`src/rtl/wb_pkg.sv`:
```
// Shared constants and payload types for the writeback arbiter.
// The load FIFO entry carries its own live bit so a younger ALU write can kill it in place.
package wb_pkg;

    localparam int unsigned DATA_W   = 24;
    localparam int unsigned ADDR_W   = 3;
    localparam int unsigned NUM_REGS = 2 ** ADDR_W;

    typedef struct packed {
        logic              live;
        logic [ADDR_W-1:0] rd;
        logic [DATA_W-1:0] data;
    } wb_entry_t;

    typedef enum logic [1:0] {
        SRC_NONE,
        SRC_ALU,
        SRC_LOAD
    } wb_src_e;

endpackage

```
`src/rtl/wb_arbiter_if.sv`:
```
// Result-producer and register-file-write bundle around the writeback arbiter.
// The slave side is the arbiter; the master side drives results and observes the write port.
interface wb_arbiter_if;
    import wb_pkg::*;

    logic                alu_valid;
    logic [ADDR_W-1:0]   alu_rd;
    logic [DATA_W-1:0]   alu_data;
    logic                ld_valid;
    logic                ld_ready;
    logic [ADDR_W-1:0]   ld_rd;
    logic [DATA_W-1:0]   ld_data;
    logic                rf_we;
    logic [ADDR_W-1:0]   rf_waddr;
    logic [DATA_W-1:0]   rf_wdata;
    logic [NUM_REGS-1:0] pending_mask;

    modport slave (
        input  alu_valid, alu_rd, alu_data, ld_valid, ld_rd, ld_data,
        output ld_ready, rf_we, rf_waddr, rf_wdata, pending_mask
    );

    modport master (
        output alu_valid, alu_rd, alu_data, ld_valid, ld_rd, ld_data,
        input  ld_ready, rf_we, rf_waddr, rf_wdata, pending_mask
    );

endinterface

```
`src/rtl/wb_load_fifo.sv`:
```
// Circular buffer of queued load results with per-entry kill by destination register.
// Popped slots are marked dead so the pending mask only ever reflects queued, live loads.
module wb_load_fifo
    import wb_pkg::*;
#(
    parameter int unsigned DEPTH = 4
) (
    input  logic                clk,
    input  logic                rst,
    input  logic                push,
    input  wb_entry_t           push_entry,
    input  logic                pop,
    input  logic                kill_en,
    input  logic [ADDR_W-1:0]   kill_rd,
    output wb_entry_t           head,
    output logic                empty,
    output logic                full,
    output logic [NUM_REGS-1:0] pending_mask
);

    localparam int unsigned PTR_W = $clog2(DEPTH);
    localparam int unsigned CNT_W = PTR_W + 1;

    wb_entry_t        entries_q [DEPTH];
    logic [PTR_W-1:0] head_q;
    logic [PTR_W-1:0] tail_q;
    logic [CNT_W-1:0] count_q;
    logic             push_ok;
    logic             pop_ok;

    assign empty   = (count_q == '0);
    assign full    = (count_q == CNT_W'(DEPTH));
    assign push_ok = push & ~full;
    assign pop_ok  = pop & ~empty;
    assign head    = entries_q[head_q];

    // Kill first, then pop/push; a same-cycle push lands after the kill and stays live.
    always_ff @(posedge clk or negedge rst) begin
        if (!rst) begin
            for (int i = 0; i < int'(DEPTH); i++) begin
                entries_q[i] <= '0;
            end
            head_q  <= '0;
            tail_q  <= '0;
            count_q <= '0;
        end else begin
            for (int i = 0; i < int'(DEPTH); i++) begin
                if (kill_en && entries_q[i].live && (entries_q[i].rd == kill_rd)) begin
                    entries_q[i].live <= 1'b0;
                end
            end
            if (pop_ok) begin
                entries_q[head_q].live <= 1'b0;
                head_q                 <= head_q + PTR_W'(1);
            end
            if (push_ok) begin
                entries_q[tail_q] <= push_entry;
                tail_q            <= tail_q + PTR_W'(1);
            end
            count_q <= count_q + CNT_W'(push_ok) - CNT_W'(pop_ok);
        end
    end

    always_comb begin
        pending_mask = '0;
        for (int i = 0; i < int'(DEPTH); i++) begin
            if (entries_q[i].live) begin
                pending_mask[entries_q[i].rd] = 1'b1;
            end
        end
    end

endmodule

```
`src/rtl/wb_arbiter.sv`:
```
// Writeback stage: sole driver of the register-file write port, ALU first, queued loads in idle slots.
// An ALU write to rd kills older queued loads to rd so they drain without overwriting it.
module wb_arbiter
    import wb_pkg::*;
#(
    parameter int unsigned DEPTH = 4
) (
    input  logic         clk,
    input  logic         rst,
    wb_arbiter_if.slave  bus
);

    wb_entry_t         fifo_head;
    wb_entry_t         load_entry;
    logic              fifo_empty;
    logic              fifo_full;
    logic              push;
    logic              pop;
    logic              kill_en;
    wb_src_e           src_c;
    logic              rf_we_q;
    logic [ADDR_W-1:0] rf_waddr_q;
    logic [DATA_W-1:0] rf_wdata_q;

    assign bus.ld_ready = rst & ~fifo_full;
    assign push         = bus.ld_valid & bus.ld_ready & (bus.ld_rd != '0);
    assign pop          = (src_c == SRC_LOAD);
    assign kill_en      = bus.alu_valid & (bus.alu_rd != '0);
    assign load_entry   = '{live: 1'b1, rd: bus.ld_rd, data: bus.ld_data};

    wb_load_fifo #(
        .DEPTH (DEPTH)
    ) u_fifo (
        .clk          (clk),
        .rst          (rst),
        .push         (push),
        .push_entry   (load_entry),
        .pop          (pop),
        .kill_en      (kill_en),
        .kill_rd      (bus.alu_rd),
        .head         (fifo_head),
        .empty        (fifo_empty),
        .full         (fifo_full),
        .pending_mask (bus.pending_mask)
    );

    always_comb begin
        src_c = SRC_NONE;
        if (bus.alu_valid) begin
            src_c = SRC_ALU;
        end else if (!fifo_empty) begin
            src_c = SRC_LOAD;
        end
    end

    // Idle cycles drop the enable but keep address/data stable.
    always_ff @(posedge clk or negedge rst) begin
        if (!rst) begin
            rf_we_q    <= 1'b0;
            rf_waddr_q <= '0;
            rf_wdata_q <= '0;
        end else begin
            case (src_c)
                SRC_ALU: begin
                    rf_we_q    <= (bus.alu_rd != '0);
                    rf_waddr_q <= bus.alu_rd;
                    rf_wdata_q <= bus.alu_data;
                end
                SRC_LOAD: begin
                    rf_we_q    <= fifo_head.live & (fifo_head.rd != '0);
                    rf_waddr_q <= fifo_head.rd;
                    rf_wdata_q <= fifo_head.data;
                end
                default: begin
                    rf_we_q    <= 1'b0;
                end
            endcase
        end
    end

    assign bus.rf_we    = rf_we_q;
    assign bus.rf_waddr = rf_waddr_q;
    assign bus.rf_wdata = rf_wdata_q;

endmodule

```
`src/flat_wrapper.sv`:
```
// flat-port wrapper written by rule: the top's interface ports become plain ports
module wb_arbiter_flat import wb_pkg::*;
#(
    parameter int unsigned DEPTH = 4
)
  (clk, rst, bus_alu_valid, bus_alu_rd, bus_alu_data, bus_ld_valid, bus_ld_rd, bus_ld_data, bus_ld_ready, bus_rf_we, bus_rf_waddr, bus_rf_wdata, bus_pending_mask);
  wb_arbiter_if bus_i ();
  input  logic clk;
  input  logic rst;
  input wire logic [$bits(bus_i.alu_valid)-1:0] bus_alu_valid;
  input wire logic [$bits(bus_i.alu_rd)-1:0] bus_alu_rd;
  input wire logic [$bits(bus_i.alu_data)-1:0] bus_alu_data;
  input wire logic [$bits(bus_i.ld_valid)-1:0] bus_ld_valid;
  input wire logic [$bits(bus_i.ld_rd)-1:0] bus_ld_rd;
  input wire logic [$bits(bus_i.ld_data)-1:0] bus_ld_data;
  output wire logic [$bits(bus_i.ld_ready)-1:0] bus_ld_ready;
  output wire logic [$bits(bus_i.rf_we)-1:0] bus_rf_we;
  output wire logic [$bits(bus_i.rf_waddr)-1:0] bus_rf_waddr;
  output wire logic [$bits(bus_i.rf_wdata)-1:0] bus_rf_wdata;
  output wire logic [$bits(bus_i.pending_mask)-1:0] bus_pending_mask;
  assign bus_i.alu_valid = bus_alu_valid;
  assign bus_i.alu_rd = bus_alu_rd;
  assign bus_i.alu_data = bus_alu_data;
  assign bus_i.ld_valid = bus_ld_valid;
  assign bus_i.ld_rd = bus_ld_rd;
  assign bus_i.ld_data = bus_ld_data;
  assign bus_ld_ready = bus_i.ld_ready;
  assign bus_rf_we = bus_i.rf_we;
  assign bus_rf_waddr = bus_i.rf_waddr;
  assign bus_rf_wdata = bus_i.rf_wdata;
  assign bus_pending_mask = bus_i.pending_mask;
  wb_arbiter #(.DEPTH(DEPTH)) u_core (.clk(clk), .rst(rst), .bus(bus_i));
endmodule
```
`config.mk`:
```
export PLATFORM = sky130hd
export DESIGN_NAME = wb_arbiter_flat
export DESIGN_NICKNAME = d
export VERILOG_FILES = /design/src/rtl/wb_pkg.sv /design/src/rtl/wb_arbiter_if.sv /design/src/rtl/wb_load_fifo.sv /design/src/rtl/wb_arbiter.sv /design/src/flat_wrapper.sv
export SDC_FILE = /design/constraint.sdc
export NUM_CORES = 1
export LEC_CHECK = 0
export ABC_AREA = 1
export CAP_MARGIN = 20
export CORE_AREA = 10 10 221 139
export DETAILED_ROUTE_END_ITERATION = 10
export DIE_AREA = 0 0 231 149
export PLACE_DENSITY = 0.46
export SYNTH_ARGS = -nofsm -noshare
export SYNTH_HDL_FRONTEND = slang
export SYNTH_SLANG_ARGS = --single-unit
```
`constraint.sdc`:
```
create_clock -name clk -period 4.1 [get_ports clk]
set_input_delay 0.82 -clock clk [delete_from_list [all_inputs] [get_ports clk]]
set_output_delay 0.82 -clock clk [all_outputs]
set_load 0.03 [all_outputs]
```
Yosys cells after proc, flatten, opt, wreduce, memory -nomap -nowiden
Cells that the tools add are included.
{"block": "word_totals", "ff_bits": 147, "input_bits": 58, "output_inout_bits": 37, "elab_cells": 106}
{"block": "classes", "add_sub_neg": 4, "magnitude_cmp": 12, "n_eq_ne": 7, "n_mux": 32, "bitwise_logic": 14, "n_reduce_logical": 19}
{"operator": "112-bit bitwise mux", "n": 2}
{"operator": "112-bit two-way mux", "n": 2}
{"operator": "28-bit demux with 2-bit select", "n": 2}
{"operator": "28-bit two-way mux", "n": 4}
{"operator": "28-bit binary-select mux with 2-bit select", "n": 1}
{"operator": "24-bit one-hot mux with 2 select lines", "n": 1}
{"operator": "8-bit two-way mux", "n": 4}
{"operator": "8-bit OR", "n": 3}
{"operator": "3-bit by 4-bit less-than comparator with 1-bit output (second input constant)", "n": 4}
{"operator": "1-bit logical AND", "n": 14}
{"operator": "1-bit demux with 3-bit select", "n": 4}
{"operator": "3-bit == test", "n": 4}
{"operator": "3-bit by 1-bit >= comparator with 1-bit output (second input constant)", "n": 4}
{"operator": "3-bit nonzero test", "n": 3}
{"operator": "1-bit two-way mux", "n": 8}
{"operator": "1-bit AND", "n": 7}
{"operator": "3-bit >= comparator (second input constant)", "n": 2}
{"operator": "3-bit by 1-bit less-than comparator with 1-bit output (second input constant)", "n": 2}
{"operator": "2-bit inverter with 3-bit output", "n": 2}
{"operator": "3-bit one-hot mux with 2 select lines", "n": 1}
{"operator": "2-bit by 1-bit adder with 2-bit output (second input constant)", "n": 2}
{"operator": "2-bit two-way mux", "n": 2}
{"operator": "3-bit by 1-bit adder with 3-bit output", "n": 1}
{"operator": "3-bit == test (second input constant)", "n": 1}
{"operator": "7 further kinds", "n": 8}

Depth between registers and ports, before layout
Gate-level depths: netlist of the first run.
{"block": "logic_depth", "word_depth": 11, "ltp_mapped": 12, "depth_no_buf": 11}

Cells and area by module
Synthesis of the first run repeated with hierarchy kept, for this count alone.
{"block": "hier_totals", "cells_unflattened": 950, "area_unflattened_um2": 7413.4}
{"module": "wb_load_fifo", "n_inst": 1, "cells_each": 787, "area_each_um2": 6097.1, "seq_area_each_um2": 2977.9}
{"module": "wb_arbiter", "n_inst": 1, "cells_each": 163, "area_each_um2": 1316.3, "seq_area_each_um2": 700.7}

Worst setup path before layout of the first run
OpenSTA, ideal clock, no wires.
{"block": "synth_path", "kind": "in2reg", "start": "input port bus_ld_rd[2]", "end": "register u_core.u_fifo.count_q[2]", "setup_time_ns": 0.129, "arrival_ns": 2.594, "required_ns": 3.971, "path_slack_ns": 1.377, "cell_stages": 11, "path_buffers": 1, "path_cell_list": "nor3_2 > nor2_8 > buf_6 > nand2_1 > ha_1 > inv_1 > ha_1 > inv_1 > fa_1 > xnor2_1 > xor2_1"}
{"block": "synth_via", "elab_chain_cells": 5}
{"element": "from (decl)", "line": "flat_wrapper.sv:14", "rtl": "input wire logic [$bits(bus_i.ld_rd)-1:0] bus_ld_rd;"}
{"element": "3-bit nonzero test", "line": "wb_arbiter.sv:26", "rtl": "assign push = bus.ld_valid & bus.ld_ready & (bus.ld_rd != '0);"}
{"element": "1-bit AND", "line": "wb_arbiter.sv:26"}
{"element": "1-bit AND", "line": "wb_load_fifo.sv:33", "rtl": "assign push_ok = push & ~full;"}
{"element": "3-bit by 1-bit adder with 3-bit output", "line": "wb_load_fifo.sv:60", "rtl": "count_q <= count_q + CNT_W'(push_ok) - CNT_W'(pop_ok);"}
{"element": "3-bit by 1-bit subtractor with 3-bit output", "line": "wb_load_fifo.sv:60"}
{"element": "to (signal assigned)", "line": "wb_load_fifo.sv:60"}
{"element": "to (decl)", "line": "wb_load_fifo.sv:27", "rtl": "logic [CNT_W-1:0] count_q;"}
No other way between the ends.
A chain may end at the register's enable or synchronous reset.

Worst setup path after layout of the first run
{"block": "layout_path", "start": "input port rst", "end": "output port bus_ld_ready"}
{"block": "layout_via", "elab_chain_cells": 1}
{"element": "from (decl)", "line": "flat_wrapper.sv:9", "rtl": "input logic rst;"}
{"element": "1-bit AND", "line": "wb_arbiter.sv:25", "rtl": "assign bus.ld_ready = rst & ~fifo_full;"}
{"element": "to (decl)", "line": "flat_wrapper.sv:16", "rtl": "output wire logic [$bits(bus_i.ld_ready)-1:0] bus_ld_ready;"}
No other way between the ends.

==> results of run 1 <==
## logic make-up after synthesis
group	Yosys count	share of synthesized area
and+or+nand+nor	624	0.3503
adders and majority gates	11	0.01838
xor gates and xnor gates	12	0.01331
DFF	147	0.4658
AOI/OAI and AO/OA	86	0.06290
buffers and inverters	143	0.08935
## flip-flops by register name (all words and copies together), names as in the netlist
register / flops
u_core.bus.rf_waddr: 3
u_core.bus.rf_wdata: 24
u_core.bus.rf_we: 1
u_core.u_fifo.count_q: 3
u_core.u_fifo.entries_q: 112
u_core.u_fifo.head_q: 2
u_core.u_fifo.tail_q: 2
## synth_stat cells, types with 8 or more instances
master	number	share of area
o22ai_1	24	0.019
buf_4	17	0.016
nand3_1	28	0.018
clkbuf_1	30	0.014
nor2_1	62	0.029
ha_1	10	0.016
buf_2	18	0.011
o21ai_0	49	0.031
inv_1	58	0.028
xor2_1	8	0.0089
buf_1	8	0.0038
nand2_1	406	0.19
nand4_1	118	0.093
dfrtp_1	147	0.47
buf_6	11	0.016
## layout make-up
type                            instances  area (µm²)
Clock buffer                           27       503.0
Clock inverter                          4       47.55
Fill cell                            2902       17380
Inverter                               59       221.5
Multi-Input combinational cell        733        3521
Sequential cell                       147        3679
Tap cell                              367       459.2
Timing Repair Buffer                  116        1120
## stage by stage
step	instances	cell area (µm²)	setup slack, ps	total power (W)	hold slack [ps]
2_1_floorplan	1023	7898	1377	0.004687	436.6
3_3_place_gp	1422	9000	771.0	0.006043	450.3
3_5_place_dp	1422	9000	743.1	0.006042	452.9
4_1_cts	1453	9550	1074	0.007575	468.6
5_1_grt	1453	9550	949.7	0.008069	484.5
6_report	1453	9550	1104	0.007548	464.4
## cells in the final DEF, fill, tap and decap left out
cell             count
nand2_1            406
dfrtp_1            147
nand4_1            118
clkdlybuf4s50_1     93
nor2_1              62
inv_1               58
o21ai_0             49
nand3_1             28
o22ai_1             24
buf_4               21
clkbuf_16           17
ha_1                10
xor2_1               8
clkbuf_1             6
o2111ai_1            4
xnor2_1              4
nand3_4              4
o211ai_1             4
clkbuf_8             4
a31oi_1              2
clkinv_2             2
nor2_2               1
nand2_2              1
nor3_2               1
nor2_8               1
a21boi_4             1
nand3b_1             1
o21a_1               1
inv_2                1
a21oi_1              1
nor2_4               1
fa_1                 1
clkinvlp_4           1
bufinv_16            1
buf_6                1
buf_12               1
## layer usage
| metal | global-route usage | up-vias |
|---|---|---|
| met1 | 0.2493 | 3380 |
| met2 | 0.1996 | 231 |
| met4 | 0.03243 | 0 |
| met3 | 0.03419 | 17 |
| li1 | - | 3470 |
| met5 | 0 | - |
## worst min-delay path: stages (launching register included)
cell and delay (ps):
dfrtp_1 340, nand2_1 50, nand2_1 40
## worst min path at each step
| stage | startpoint | endpoint | slack (ps) | cells past startpoint |
|---|---|---|---|---|
| after global routing | u_core.u_fifo.entries_q[99] | u_core.u_fifo.entries_q[99] | 480 | 2 |
| after floorplan | u_core.u_fifo.entries_q[29] | u_core.u_fifo.entries_q[29] | 440 | 2 |
| after CTS | u_core.u_fifo.entries_q[65] | u_core.u_fifo.entries_q[65] | 470 | 2 |
| after global placement | u_core.u_fifo.entries_q[49] | u_core.u_fifo.entries_q[49] | 450 | 2 |
| final | u_core.u_fifo.entries_q[65] | u_core.u_fifo.entries_q[65] | 460 | 2 |
| after detailed placement | u_core.u_fifo.entries_q[65] | u_core.u_fifo.entries_q[65] | 450 | 2 |
## power breakdown
part | switching (W) | internal [W]
logic | 0.00230 | 0.00112
registers | 0.000500 | 0.00211
clock network | 0.000623 | 0.000895
==> results.ini, run 1 <==
[floorplanning]
ios=95
initial_core_util=0.2932
die_area_um2=34420
row_count=47
fp.dieH_um=149
fp.dieW_um=231
core_area_um2=26930

[timing]
setup_viol_count_final=0
layout_min_cycle_time_ps=2996
hold_viol=0
rsz0062_at_grt=no
fin_setup_tns_ps=0
maxSlewViolCount=0
slew_headroom=0.3981
post-route-period-util=0.7308
fin_skew_ps=8.903
worst_pin_slew_ps=902.8
max_freq_ghz=0.3337

[synthesis]
seq_area_frac_synth=0.4658
synth_flop_cell=dfrtp_1
synth_edf_count=0
synthCells=1023
synth_warnings=0
synth_fp_nets=1092
synth.distinct_cells=31
avgSynthCellArea_um2=7.720
syn_area_um2=7898
ys_seq_elements=147
async_reset_ff_frac=1.000

[detailed_routing]
drt_iter0_drc=736
drc=0
wl_met3_mm=1.710
drt_wl_total_mm=26.93
drtAntennaViolNets=0
via_count=7098
wl_per_cell_um=18.53
met2WireLength_mm=10.35
topRoutingLayerUsed=met4
dr.pass1.iters=6
met1Wirelength_mm=14.67
vias_per_cell=4.885

[pwr]
ir_worst_vdd_mv=0.2698
p_per_area_nw_per_um2=790.3
p_leak_nw=4.673

[cts]
root_buffer=clkbuf_16
cts_hold_buf=0
cts_resized=0
cts_sinks=147
post-cts-setup-buffers=0
numCtsBuffers=17
htree_levels=4
clk_pin_slew_ps=60
cts_tree=yes
clock_latency_ps=430
clk_path_buf_depth=2

[worst_setup_path]
start_kind=input pin
regToRegSetupSlack_ps=1350
cpMaxStageDelayCell=clkdlybuf4s50_1
cpPeakStageDelay_ps=830
path_class=in2out
cp_num_buf_inv=2
crit_chain=buf_6 > a21boi_4 > clkdlybuf4s50_1
crit_end=bus_ld_ready
path_depth=3
r2r_cells=11
r2r_start=u_core.u_fifo.count_q[1]
timing.rr.end=u_core.u_fifo.count_q[2]
cp_data_required_time_ps=3280
setup.worst_path.start=rst
crit_fanout=15
endpoint_kind=output pin
cp_top_family=buffers and inverters
worstPathArrival_ps=2180

[final_layout]
nets=1143
syn_to_final_growth_pct=20.93
post-route-util=0.3546
final_layout_size_suffix_gt1_frac=0.05433
diodes=0

[place]
place_congestion=0.8488
port_buffers=94
dp_hpwl_mm=17.49

[global_route]
grt_pass1_vias=6557
antenna_found_initial=0
grt_max_degree=77
grt_usage=0.1552
grt_overflow_total=0
grt_pass1_wl_mm=41.73

[run_status]
outcome=finished clean

[min_path]
min_path_type=reg2reg

[job]
cap_violations=0

Power figures use the tool's default switching activity.
==> inputs of run 2 (changes only) <==
Settings changed: PLACE_DENSITY 0.46 to 0.48.
Clock period 4.1 ns to 2.6 ns, I/O delays scaled along.
==> results.ini, run 2 (synthesis results as in run 1) <==
[run_status]
outcome=finished clean

[cts]
clk_path_buf_depth=2  ; unchanged
cts_hold_buf=0  ; unchanged
clk_pin_slew_ps=60  ; about the same
cts_sinks=147  ; unchanged
numCtsBuffers=17  ; unchanged
cts_tree=yes
clock_latency_ps=430  ; about the same
htree_levels=4  ; unchanged
root_buffer=clkbuf_16

[floorplanning]
ios=95  ; unchanged
fp.dieW_um=231  ; unchanged
initial_core_util=0.2932  ; unchanged
die_area_um2=34420  ; unchanged
fp.dieH_um=149  ; unchanged
row_count=47  ; unchanged
core_area_um2=26930  ; unchanged

[worst_setup_path]
cp_top_family=flip-flops
path_class=reg2out
cpPeakStageDelay_ps=500  ; -330 ps
crit_fanout=8  ; -7
cp_num_buf_inv=1  ; -1
crit_chain=nand3b_1 > o21a_1 > o211ai_1 > dlygate4sd2_1
worstPathArrival_ps=1880  ; -300 ps
cp_data_required_time_ps=2080  ; -1200 ps
start_kind=register
cpMaxStageDelayCell=dfrtp_1
endpoint_kind=output pin

[global_route]
grt_overflow_total=0  ; unchanged
grt_pass1_vias=6912  ; +5.4%
antenna_found_initial=1  ; +1
grt_max_degree=148  ; +92%
grt_pass1_wl_mm=42.19  ; +1.1%
grt_usage=0.1555  ; +0.0003052

[detailed_routing]
via_count=7164  ; +0.93%
vias_per_cell=4.857  ; -0.58%
wl_per_cell_um=18.03  ; -2.7%
drtAntennaViolNets=0  ; unchanged
drt_wl_total_mm=26.59  ; -1.3%
drc=0  ; unchanged
drt_iter0_drc=764  ; +3.8%
dr.pass1.iters=7  ; +1

[job]
cap_violations=0  ; unchanged

[timing]
maxSlewViolCount=0  ; unchanged
fin_ws_ps=203.9  ; -899.7 ps
layout_min_cycle_time_ps=2396
post-route-period-util=0.9216
rsz0062_at_grt=no
setup_viol_count_final=0  ; unchanged
slew_headroom=0.4295  ; +0.03142
fin_skew_ps=8.626  ; -0.2775 ps
hold_viol=0  ; unchanged
worst_pin_slew_ps=855.7  ; -47.13 ps
max_freq_ghz=0.4174

[place]
place_congestion=0.8141  ; -4.1%
dp_hpwl_mm=17.40  ; -0.57%
dpl_worst_slack_ps=-78.53  ; -821.7 ps
post_dp_cell_area_um2=9173  ; +1.9%
port_buffers=94  ; unchanged

[final_layout]
nets=1163  ; +1.7%
mostFrequentLayoutCells=nand2_1, dfrtp_1, nand4_1
final_common_cell=nand2_1
fin_area_um2=9843  ; +3.1%
largest_reg_flops=112  ; unchanged
syn_to_final_growth_pct=24.64
top_register=u_core.u_fifo.entries_q
final_layout_size_suffix_gt1_frac=0.07949  ; +0.02517

[pwr]
p_per_area_nw_per_um2=1263  ; +60%
ir_worst_vdd_mv=0.4930  ; +83%
p_leak_nw=4.885  ; +4.5%

[min_path]
min_path_type=in2async

[run 2: cell type report]
cell class                 count  area [µm²]
fill                        2917       17090
sequential                   147        3680
multi-input combinational    733        3523
timing repair buffer         136        1286
clock buffer                  23       498.0
tap                          367       459.2
inverter                      59       221.5
clock inverter                 9       172.7
antenna                        1       2.502
[run 2: power by group]
| part | switching, W | total (W) | internal [W] | leakage [nW] |
|---|---|---|---|---|
| Clock | 0.000978 | 0.00281 | 0.00183 | 0.329 |
| Combinational | 0.00370 | 0.00554 | 0.00185 | 2.72 |
| Sequential | 0.000754 | 0.00409 | 0.00333 | 1.84 |
[run 2: repair_timing]
item | 4_1_cts | 5_1_grt
endpoints found under the setup margin | 8 | 1
setup buffers | 0 | 0
gates cloned | 0 | 0
resized for setup | 9 | 1
[run 2: path summary, 6_finish.rpt]
kind,startpoint,end,slack (ps),cells after the start
worst max-delay path,u_core.u_fifo.entries_q[53],bus_pending_mask[1],200,4
worst min-delay path,rst,u_core.bus.rf_waddr[0],230,2
worst max register to register,u_core.u_fifo.count_q[1],u_core.u_fifo.count_q[2],330,11
worst min register to register,u_core.u_fifo.entries_q[79],u_core.u_fifo.entries_q[79],460,2
max in group asynchronous,rst,u_core.u_fifo.entries_q[69],1710,2
min in group clk,u_core.u_fifo.entries_q[79],u_core.u_fifo.entries_q[79],460,2
[run 2: through the flow]
stage	cells	hold WS (ps)	TNS (ps)	utilization	power [W]
2_1_floorplan	1023	224.4	0	-	0.007391
3_3_place_gp	1442	449.2	-100.7	0.3406	0.009624
3_5_place_dp	1442	453.1	-78.53	0.3406	0.009679
4_1_cts	1474	310.4	0	0.3653	0.01250
5_1_grt	1474	297.2	0	0.3654	0.01335
6_report	1475	230.7	0	0.3655	0.01244
[run 2: layer usage]
layer,GRT usage,vias to the layer above,part of all wire
met2,0.2043,212,0.38
met1,0.2435,3432,0.54
li1,-,3508,-
met5,0,-,0
met3,0.03875,12,0.065
met4,0.03341,0,0.0065
==> inputs of run 3 (changes only) <==
Settings changed: CORE_AREA 10 10 221 139 to 10 10 183 116, DIE_AREA 0 0 231 149 to 0 0 193 126, PLACE_DENSITY 0.48 to 0.66.
==> results.ini, run 3 (synthesis results as in run 1) <==
[worst_setup_path]
cp_top_family=buffers and inverters
setup.worst_path.start=u_core.u_fifo.count_q[1]
path_depth=4  ; unchanged
path_class=reg2out
timing.rr.end=u_core.u_fifo.count_q[2]
cpPeakStageDelay_ps=440  ; -60 ps
cp_num_buf_inv=2  ; +1
start_kind=register
r2r_start=u_core.u_fifo.count_q[1]
cp_data_required_time_ps=2080  ; about the same
crit_chain=nor2_2 > a21boi_4 > buf_12 > buf_4
crit_fanout=115  ; +107
r2r_cells=11  ; unchanged
endpoint_kind=output pin
regToRegSetupSlack_ps=280  ; -50 ps
crit_end=bus_ld_ready
cpMaxStageDelayCell=buf_12
worstPathArrival_ps=1880  ; about the same

[cts]
root_buffer=clkbuf_16
clock_latency_ps=430  ; about the same
cts_tree=yes
htree_levels=4  ; unchanged
clk_path_buf_depth=2  ; unchanged
cts_sinks=147  ; unchanged
numCtsBuffers=17  ; unchanged
clk_pin_slew_ps=70  ; about the same
cts_hold_buf=0  ; unchanged

[global_route]
grt_pass1_vias=6734  ; -2.6%
grt_max_degree=148  ; unchanged
grt_overflow_total=0  ; unchanged
antenna_found_initial=1  ; unchanged
grt_usage=0.1924  ; +0.03694
grt_pass1_wl_mm=37.71  ; -11%

[floorplanning]
core_area_um2=17830  ; -34%
die_area_um2=24320  ; -29%
fp.dieW_um=193  ; -16%
fp.dieH_um=126  ; -15%
initial_core_util=0.4429  ; +0.1497
ios=95  ; unchanged
row_count=38  ; -19%

[job]
cap_violations=0  ; unchanged

[final_layout]
largest_reg_flops=112  ; unchanged
instances_no_fill=1344  ; -8.9%
syn_to_final_growth_pct=21.15
multi_input_area_um2=3523  ; unchanged
final_layout_size_suffix_gt1_frac=0.07790  ; -0.001596
mostFrequentLayoutCells=nand2_1, dfrtp_1, nand4_1
diodes=0  ; -1
final_common_cell=nand2_1
top_register=u_core.u_fifo.entries_q
ff_latch_area_um2=3680  ; unchanged
fin_area_um2=9568  ; -2.8%
fillers=1681  ; -42%
nets=1160  ; -0.26%

[timing]
fin_skew_ps=15.66  ; +7.033 ps
max_freq_ghz=0.4165  ; -0.21%
hold_viol=0  ; unchanged
slew_headroom=0.4365  ; +0.006952
maxSlewViolCount=0  ; unchanged
setup_viol_count_final=0  ; unchanged
layout_min_cycle_time_ps=2401  ; +5.069 ps
rsz0062_at_grt=no
fin_setup_tns_ps=0  ; unchanged
worst_pin_slew_ps=845.3  ; -10.43 ps
post-route-period-util=0.9235  ; +0.001950

[detailed_routing]
dr.pass1.iters=6  ; -1
drt_iter0_drc=868  ; +14%
drt_wl_total_mm=23.93  ; -10%
drtAntennaViolNets=0  ; unchanged
wl_per_cell_um=17.80  ; -1.2%
vias_per_cell=5.469  ; +13%
drc=0  ; unchanged
via_count=7350  ; +2.6%

[pwr]
ir_worst_vdd_mv=0.5814  ; +18%
p_leak_nw=4.842  ; -0.87%
p_per_area_nw_per_um2=1243  ; -1.6%

[run_status]
outcome=finished clean

[place]
place_congestion=0.9043  ; +11%
dp_cells=1312  ; -9.0%
post_dp_cell_area_um2=8991  ; -2.0%
dp_hpwl_mm=15.55  ; -11%
port_buffers=94  ; unchanged

[min_path]
min_path_type=in2async

run 3: area by class of cell:
type	instances	share of cell area
tap	240	0.03138
multi-input combinational	733	0.3682
clock inverter	15	0.01530
clock buffer	17	0.04446
timing repair buffer	133	0.1329
inverter	59	0.02315
sequential	147	0.3846
run 3: worst min-delay path by stage:
stage / start / endpoint / depth (start not counted)
final: rst / u_core.bus.rf_we / 2
after global placement: u_core.u_fifo.entries_q[61] / u_core.u_fifo.entries_q[61] / 2
after CTS: rst / u_core.bus.rf_waddr[1] / 2
after global routing: rst / u_core.bus.rf_waddr[1] / 2
after floorplan: rst / u_core.bus.rf_waddr[0] / 0
after detailed placement: u_core.u_fifo.entries_q[45] / u_core.u_fifo.entries_q[45] / 2
run 3: worst reg2reg max path, cell delays in order (launching register included):
cell and delay (ps):
dfrtp_1 430, nor2_2 210, nand2_2 150, nand2_1 140, inv_2 60, ha_1 280, inv_1 60, ha_1 130
inv_1 50, fa_1 400, xnor2_1 150, xor2_1 140
run 3: metal layers:
layer  global-route usage  wire length, µm  vias up
met5                    0                0        -
met4              0.04822              236        0
met3              0.05154             2815       24
met2               0.2476             9209      387
met1               0.3030            11670     3443
li1                     -                -     3496
run 3: repair_timing:
item,in CTS,in global routing
pin swaps,0,0
gates resized for setup,7,3
endpoints found under the hold margin,0,0
endpoints found under the setup margin,5,3
setup buffers,0,0
run 3: where the power goes:
group / total (W) / internal (W) / switching (W)
Combinational: 0.00539 / 0.00181 / 0.00358
Sequential: 0.00410 / 0.00333 / 0.000773
Clock: 0.00240 / 0.00134 / 0.00105
run 3: per-stage QoR:
stage / hold slack, ps / utilization / total power (W) / worst slack, ps
after floorplan: 224.4 / - / 0.007391 / 177.3
after global placement: 449.4 / 0.5043 / 0.009366 / -113.2
after detailed placement: 453.4 / 0.5043 / 0.009442 / -134.5
after CTS: 272.1 / 0.5362 / 0.01187 / 23.59
after global routing: 288.6 / 0.5366 / 0.01270 / 105.6
final: 194.1 / 0.5366 / 0.01189 / 198.9
